<file path="src/rtl/rotf_pkg.sv">
// rotf_pkg: shared types and constants for rot_amount_finder.
//   state_t   : FSM states (IDLE, SEARCH, DONE)
//   DIR_LEFT / DIR_RIGHT : encoding of the rotate direction bit
//   DEF_WIDTH : default data word width
package rotf_pkg;

  localparam int DEF_WIDTH = 16;

  localparam logic DIR_LEFT  = 1'b0;
  localparam logic DIR_RIGHT = 1'b1;

  typedef enum logic [1:0] {
    IDLE   = 2'd0,
    SEARCH = 2'd1,
    DONE   = 2'd2
  } state_t;

endpackage

</file>
<file path="src/rtl/rotf_step1.sv">
// rotf_step1: combinational rotate-by-one of a WIDTH-bit word.
//   din  : word to rotate
//   dir  : DIR_LEFT (0) or DIR_RIGHT (1)
//   dout : din rotated by one position in direction dir
module rotf_step1
  import rotf_pkg::*;
#(
  parameter int WIDTH = DEF_WIDTH
) (
  input  logic [WIDTH-1:0] din,
  input  logic             dir,
  output logic [WIDTH-1:0] dout
);

  always_comb begin
    if (dir == DIR_LEFT) dout = {din[WIDTH-2:0], din[WIDTH-1]};
    else                 dout = {din[0], din[WIDTH-1:1]};
  end

endmodule

</file>
<file path="src/rtl/rot_amount_finder.sv">
// rot_amount_finder: recovers the smallest rotate amount mapping cmd_src to
// cmd_tgt in direction cmd_dir, trying one candidate rotation per cycle.
//   clk, rst              : clock, synchronous active-high reset
//   cmd_valid/cmd_ready   : command handshake (ready only in IDLE)
//   cmd_src/cmd_tgt/cmd_dir : operands, latched on acceptance
//   res_valid/res_ready   : result handshake, result held until accepted
//   res_found/res_amount  : match flag and smallest amount (0 if none)
//   res_mask              : (ROTF_MATCH_MASK_EN only) bit k set iff rotate by k matches
//   busy                  : high in SEARCH or DONE, usable as clock-gate enable
// Build option: define ROTF_MATCH_MASK_EN to add res_mask and always scan all
// WIDTH rotations instead of stopping at the first match.
module rot_amount_finder
  import rotf_pkg::*;
#(
  parameter int WIDTH = DEF_WIDTH,
  parameter int CNT_W = $clog2(WIDTH)
) (
  input  logic             clk,
  input  logic             rst,
  input  logic             cmd_valid,
  output logic             cmd_ready,
  input  logic [WIDTH-1:0] cmd_src,
  input  logic [WIDTH-1:0] cmd_tgt,
  input  logic             cmd_dir,
  output logic             res_valid,
  input  logic             res_ready,
  output logic             res_found,
  output logic [CNT_W-1:0] res_amount,
`ifdef ROTF_MATCH_MASK_EN
  output logic [WIDTH-1:0] res_mask,
`endif
  output logic             busy
);

  state_t             state;
  logic [WIDTH-1:0]   cand, tgt, cand_rot;
  logic               dir;
  logic [CNT_W-1:0]   count;
  logic               match, last;

  rotf_step1 #(.WIDTH(WIDTH)) u_step (.din(cand), .dir(dir), .dout(cand_rot));

  assign match = (cand == tgt);
  assign last  = (count == CNT_W'(WIDTH-1));

`ifdef ROTF_MATCH_MASK_EN
  logic [WIDTH-1:0] mask_q, mask_nxt;
  logic [CNT_W-1:0] low_amt;

  assign mask_nxt = mask_q | ({{(WIDTH-1){1'b0}}, match} << count);
  assign res_mask = mask_q;

  // lowest set bit wins: scan from the top so the last hit is the smallest
  always_comb begin
    low_amt = '0;
    for (int i = WIDTH-1; i >= 0; i--)
      if (mask_nxt[i]) low_amt = CNT_W'(i);
  end
`endif

  // The decision is made in SEARCH; res_valid is raised one cycle after DONE
  // is entered so the result registers are settled before they are offered.
  always_ff @(posedge clk) begin
    if (rst) begin
      state      <= IDLE;
      cmd_ready  <= 1'b1;
      res_valid  <= 1'b0;
      res_found  <= 1'b0;
      res_amount <= '0;
      busy       <= 1'b0;
      cand       <= '0;
      tgt        <= '0;
      dir        <= 1'b0;
      count      <= '0;
`ifdef ROTF_MATCH_MASK_EN
      mask_q     <= '0;
`endif
    end else begin
      case (state)
        IDLE: begin
          if (cmd_valid) begin
            cand       <= cmd_src;
            tgt        <= cmd_tgt;
            dir        <= cmd_dir;
            count      <= '0;
            res_found  <= 1'b0;
            res_amount <= '0;
            cmd_ready  <= 1'b0;
            busy       <= 1'b1;
            state      <= SEARCH;
`ifdef ROTF_MATCH_MASK_EN
            mask_q     <= '0;
`endif
          end
        end
        SEARCH: begin
`ifdef ROTF_MATCH_MASK_EN
          mask_q <= mask_nxt;
          if (last) begin
            res_found  <= |mask_nxt;
            res_amount <= low_amt;
            state      <= DONE;
          end else begin
            cand  <= cand_rot;
            count <= count + 1'b1;
          end
`else
          if (match) begin
            res_found  <= 1'b1;
            res_amount <= count;
            state      <= DONE;
          end else if (last) begin
            res_found  <= 1'b0;
            res_amount <= '0;
            state      <= DONE;
          end else begin
            cand  <= cand_rot;
            count <= count + 1'b1;
          end
`endif
        end
        DONE: begin
          if (!res_valid) begin
            res_valid <= 1'b1;
          end else if (res_ready) begin
            res_valid <= 1'b0;
            busy      <= 1'b0;
            cmd_ready <= 1'b1;
            state     <= IDLE;
          end
        end
        default: state <= IDLE;
      endcase
    end
  end

endmodule

</file>
<file path="config.mk">
export PLATFORM = sky130hd
export DESIGN_NAME = rot_amount_finder
export DESIGN_NICKNAME = d
export VERILOG_FILES = /design/src/rtl/rotf_pkg.sv /design/src/rtl/rotf_step1.sv /design/src/rtl/rot_amount_finder.sv
export SDC_FILE = /design/constraint.sdc
export NUM_CORES = 1
export LEC_CHECK = 0
export ABC_AREA = 1
export CAP_MARGIN = 20
export CORE_MARGIN = 3
export CORE_UTILIZATION = 56
export DETAILED_ROUTE_END_ITERATION = 10
export PLACE_DENSITY = 0.87
export SLEW_MARGIN = 20
export SYNTH_ARGS = -nofsm -noshare
export SYNTH_HDL_FRONTEND = slang
export SYNTH_SLANG_ARGS = --single-unit
</file>
<file path="constraint.sdc">
create_clock -name clk -period 2.85 [get_ports clk]
set_input_delay 0.4275 -clock clk [delete_from_list [all_inputs] [get_ports clk]]
set_output_delay 0.4275 -clock clk [all_outputs]
set_load 0.01 [all_outputs]
</file>
After elaboration in Yosys (flattened, before gate mapping) --
Index checks and enable logic that the tools add are counted.
Cells by class: $add $sub $neg 1, eq/ne operators 10, mux-type cells 31, reduce and logical (&&, ||, !) cells 8
Operators with widths (number):
- 16-bit two-way mux | 4
- 16-bit case mux with 2 select lines | 1
- 4-bit two-way mux | 5
- 16-bit == test | 1
- 4-bit case mux with 2 select lines | 2
- 4-bit AND reduction | 3
- 1-bit two-way mux | 10
- 2-bit two-way mux | 5
- 2-bit inequality test, second input constant | 5
- 1-bit case mux with 2 select lines | 3
- 2-bit case mux with 3 select lines | 1
- 4-bit by 1-bit adder with 4-bit output, second input constant | 1
- 4-bit == test, second input constant | 1
- 2-bit nonzero test | 2
- 3-bit inequality test, second input constant | 1
- 3-bit AND reduction | 1
- 2-bit by 1-bit == test with 1-bit output, second input constant | 1
- 2-bit == test, second input constant | 1
- 2-bit zero test | 1
- 2-bit AND reduction | 1
Storage, ports and cells: register bits after elaboration 47, output and inout bits 8

Depth between registers and ports, before layout --
depth in word-level cells 4, gate-level depth with buffers 12, gate-level depth less buffers 11

Cells and area by module --
A second synthesis with hierarchy kept.
Unflattened totals: cell total of the unflattened synthesis 400, area, all modules 2688.8 sq um
Modules (own cells, without submodules):
- rot_amount_finder | times used 1, cells an instance 348, area an instance 2404.8 sq um, sequential area each 940.9 sq um
- rotf_step1 | times used 1, cells an instance 52, area an instance 284.0 sq um, sequential area each 0.0 sq um

Worst setup path before layout --
Ideal clock, no wire load.
path type input to register, from input rst, to register cand[0], arrival 1.320 ns, path slack 1.466 ns, stages 6, path through clkbuf_1 > inv_1 > clkbuf_1 > clkbuf_1 > nand2_1 > nor2_1
RTL lines:
- start: declaration | line rot_amount_finder.sv:19 | input logic rst,
- end signal: assignment | line rot_amount_finder.sv:82 | cand <= cmd_src;
- end signal: assignment | line rot_amount_finder.sv:117 | cand <= cand_rot;
- end: declaration | line rot_amount_finder.sv:36 | logic [WIDTH-1:0] cand, tgt, cand_rot;

Final worst setup path --
from register state[1], to register cand[9]
On the way: cells in the longest elaborated chain, start to end 3
RTL lines:
- start: declaration | line rot_amount_finder.sv:35 | state_t state;
- start signal: assignment | line rot_amount_finder.sv:65 | state <= IDLE;
- start signal: assignment | line rot_amount_finder.sv:90 | state <= SEARCH;
- start signal: assignment | line rot_amount_finder.sv:111 | state <= DONE;
- 2-bit by 1-bit == test with 1-bit output or 2-bit zero test (tied branches) | line rot_amount_finder.sv:79 | case (state)
- 2-bit inequality test (no line) or 2-bit nonzero test (tied branches)
- 4-bit AND reduction (no line)
Parallel ways exist; a longest one is shown, timed or not. A chain may end at the register's enable or synchronous reset.

==> results_dict.tcl <==
set metrics [dict create \
    hold_class "reg2reg" \
    drive_above_1_share_pct 8.557 \
    reg2reg_depth 6 \
    postPlaceCellArea_sq_mm 0.002922 \
    r2r-start "state[1]$_SDFFE_PP0P_" \
    synth_seq_area_share_pct 37.45 \
    ys_top_cells_by_area "dfxtp_1 37%, nand2_1 14%, a21oi_1 8.6%, nor2_1 7.3%, nand4_1 6.5%" \
    cts_resized 0 \
    portBuffers 44 \
    slew_violations 0 \
    grt_usage_pct 24.43 \
    syn-num-nets 414 \
    setup_viol 0 \
    io_pins 45 \
    max_freq_ghz 0.4800 \
    crit_start "state[1]$_SDFFE_PP0P_" \
    clk_pin_slew_ns 0.09 \
    worstPathRequired_ns 3.09 \
    yosysTopAreaCell "dfxtp_1" \
    hold_viol 0 \
    p_total_mw 1.881 \
    period_minus_slack_ns 2.083 \
    vias_per_cell 5.627 \
    wirelength_um 6083 \
    area_delta_synth_final_pct 21.56 \
    first_global_vias 2252 \
    dr.first_iter.drc_count 246 \
    synth_area_per_cell_sq_um 6.682 \
    finClkSkew_ns 0.01128 \
    cts_tree "built" \
    final_cell_mix "93 x nand2_1, 49 x nor2_1, 47 x dfxtp_1" \
    nets 446 \
    slew-limit-headroom_pct 52.14 \
    die_w_um 72.98 \
    numCtsBuffers 5 \
    die_area_sq_mm 0.005326 \
    grt_setup_unrepaired "false" \
    clockBufferDepth 2 \
    avgRoutedWirePerCell_um 13.25 \
    hold_buffers 0 \
    final_common_cell "nand2_1" \
    htreeDepth 2 \
    cp_data_arrival_time_ns 2.32 \
    core_area_sq_mm 0.004173 \
    diodes 0 \
    synth_cells 376 \
    start_util_pct 60.21 \
    root_buffer "clkbuf_8" \
    num_vias 2583 \
    gr-total-overflow 0 \
    grt_max_degree 45 \
    rows 23 \
    final_antenna_net_count 0 \
    cap_violations 0 \
    post-cts-setup-buffers 0 \
    outcome "completed" \
    timing.rr.end "cand[9]$_SDFFE_PP0P_" \
    clk_latency_ns 0.31 \
    antenna_found_initial 0 \
    cp-start-kind "flip-flop" \
    yosys_register_bits 47 \
    period_share_pct 73.10 \
    yosys_warnings 0 \
    p_per_area_mw_per_mm2 616.0 \
    synth_cell_types 25 \
    drc_errors 0 \
    crit_end "cand[9]$_SDFFE_PP0P_" \
    syn_area_sq_mm 0.002512 \
    worstMarginPinSlew_ns 0.7162 \
    endpoint_kind "flip-flop" \
    fin_tns_setup_ns 0 \
    clock-sinks 47 \
    critPathKind "reg2reg" \
    r2r_slack_ns 0.77 \
    drt_first_pass_iters 5 \
    synth_top_area_share_pct 37.45 \
    stdcell_area_sq_mm 0.003054 \
    power_leakage_nw 1.296 \
    dpl.hpwl_um 3918 \
    worstPathMaxFanout 35 \
    die_h_um 72.98 \
    grt_pass1_wl_um 10270 \
    ir_worst_vdd_mv 0.3002 \
    globalplace.congestion 0.8555 \
]
[report_power, final]
group          total [mW]  switching (mW)  internal (mW)
Clock               0.580           0.229          0.351
Combinational       0.508           0.306          0.202
Sequential          0.793          0.0595          0.733
[worst max-delay path, cell delays in order, from the launching register on]
cell	delay, ns
dfxtp_1	0.45
nor2_4	0.11
inv_2	0.41
nand2_1	0.59
nand4_1	0.26
nand2_1	0.08
nor2_1	0.11
[routing by layer]
metal	vias to the layer above	part of all wire [%]	GRT usage [%]
li1	1291	-	-
met1	1186	45	33.39
met2	94	47	37.64
met3	12	6.3	5.785
met4	0	1.8	8.402
met5	-	0	0
[worst min-delay path by stage]
stage	depth (start not counted)	startpoint	slack [ns]	to
final	2	tgt[15]$_SDFFE_PP0P_	0.47	tgt[15]$_SDFFE_PP0P_
after global routing	2	tgt[6]$_SDFFE_PP0P_	0.50	tgt[6]$_SDFFE_PP0P_
after CTS	2	tgt[15]$_SDFFE_PP0P_	0.47	tgt[15]$_SDFFE_PP0P_
after detailed placement	2	tgt[0]$_SDFFE_PP0P_	0.46	tgt[0]$_SDFFE_PP0P_
after global placement	2	busy$_SDFFE_PP0P_	0.45	busy$_SDFFE_PP0P_
after floorplan	2	tgt[10]$_SDFFE_PP0P_	0.44	tgt[10]$_SDFFE_PP0P_
[layout make-up]
cell class,instances,area [sq um]
multi-input cells,266,1301
fillers,348,1119
flip-flops and latches,47,940.9
repair buffers,47,462.9
inverters,41,153.9
clock buffers,6,72.57
well taps,50,62.56
clock inverters,2,60.06
[cell usage after synthesis]
cell type  count
nand3_1        3
buf_6          3
or2_2          1
o21ai_0       20
buf_2          9
nand4_1       26
ha_1           1
a22oi_1       14
inv_1         27
clkbuf_1      10
nor3b_1        1
nand2_1       93
nor2_4         3
a2bb2oi_1      1
nand2_2        2
a21oi_1       43
nand3_4        2
nand2_4        1
dfxtp_1       47
nor2_2         2
o211ai_1       1
nor2_1        49
inv_2         14
xor2_1         2
nor3_1         1
[registers in the layout (all words and copies together), names as in the netlist]
| name | count |
|---|---|
| tgt | 16 |
| busy | 1 |
| state | 2 |
| res_found | 1 |
| res_valid | 1 |
| res_amount | 4 |
| cand | 16 |
| cmd_ready | 1 |
| dir | 1 |
| count | 4 |
[kinds of logic (layout without fill, tap and decap cells)]
logic type / Yosys count / after routing / synth area share (%)
xor gates and xnor gates: 2 / 2 / 0.6973
AOI/OAI and AO/OA: 79 / 79 / 17.38
DFF: 47 / 47 / 37.45
adders and majority gates: 1 / 1 / 0.4979
and+or+nand+nor: 184 / 184 / 33.22
buffers and inverters: 63 / 96 / 10.76
[metrics by stage]
stage / utilization (%) / std cells / hold WS (ns) / setup slack, ns
finish: 73.19 / 459 / 0.4705 / 0.7665
global placement: 70.02 / 451 / 0.4516 / 0.9284
CTS: 73.19 / 459 / 0.4744 / 0.8195
global route: 73.19 / 459 / 0.4953 / 0.5414
detailed placement: 70.02 / 451 / 0.4608 / 0.8846
floorplan: - / 376 / 0.4437 / 1.466
Power figures use the tool's default switching activity.
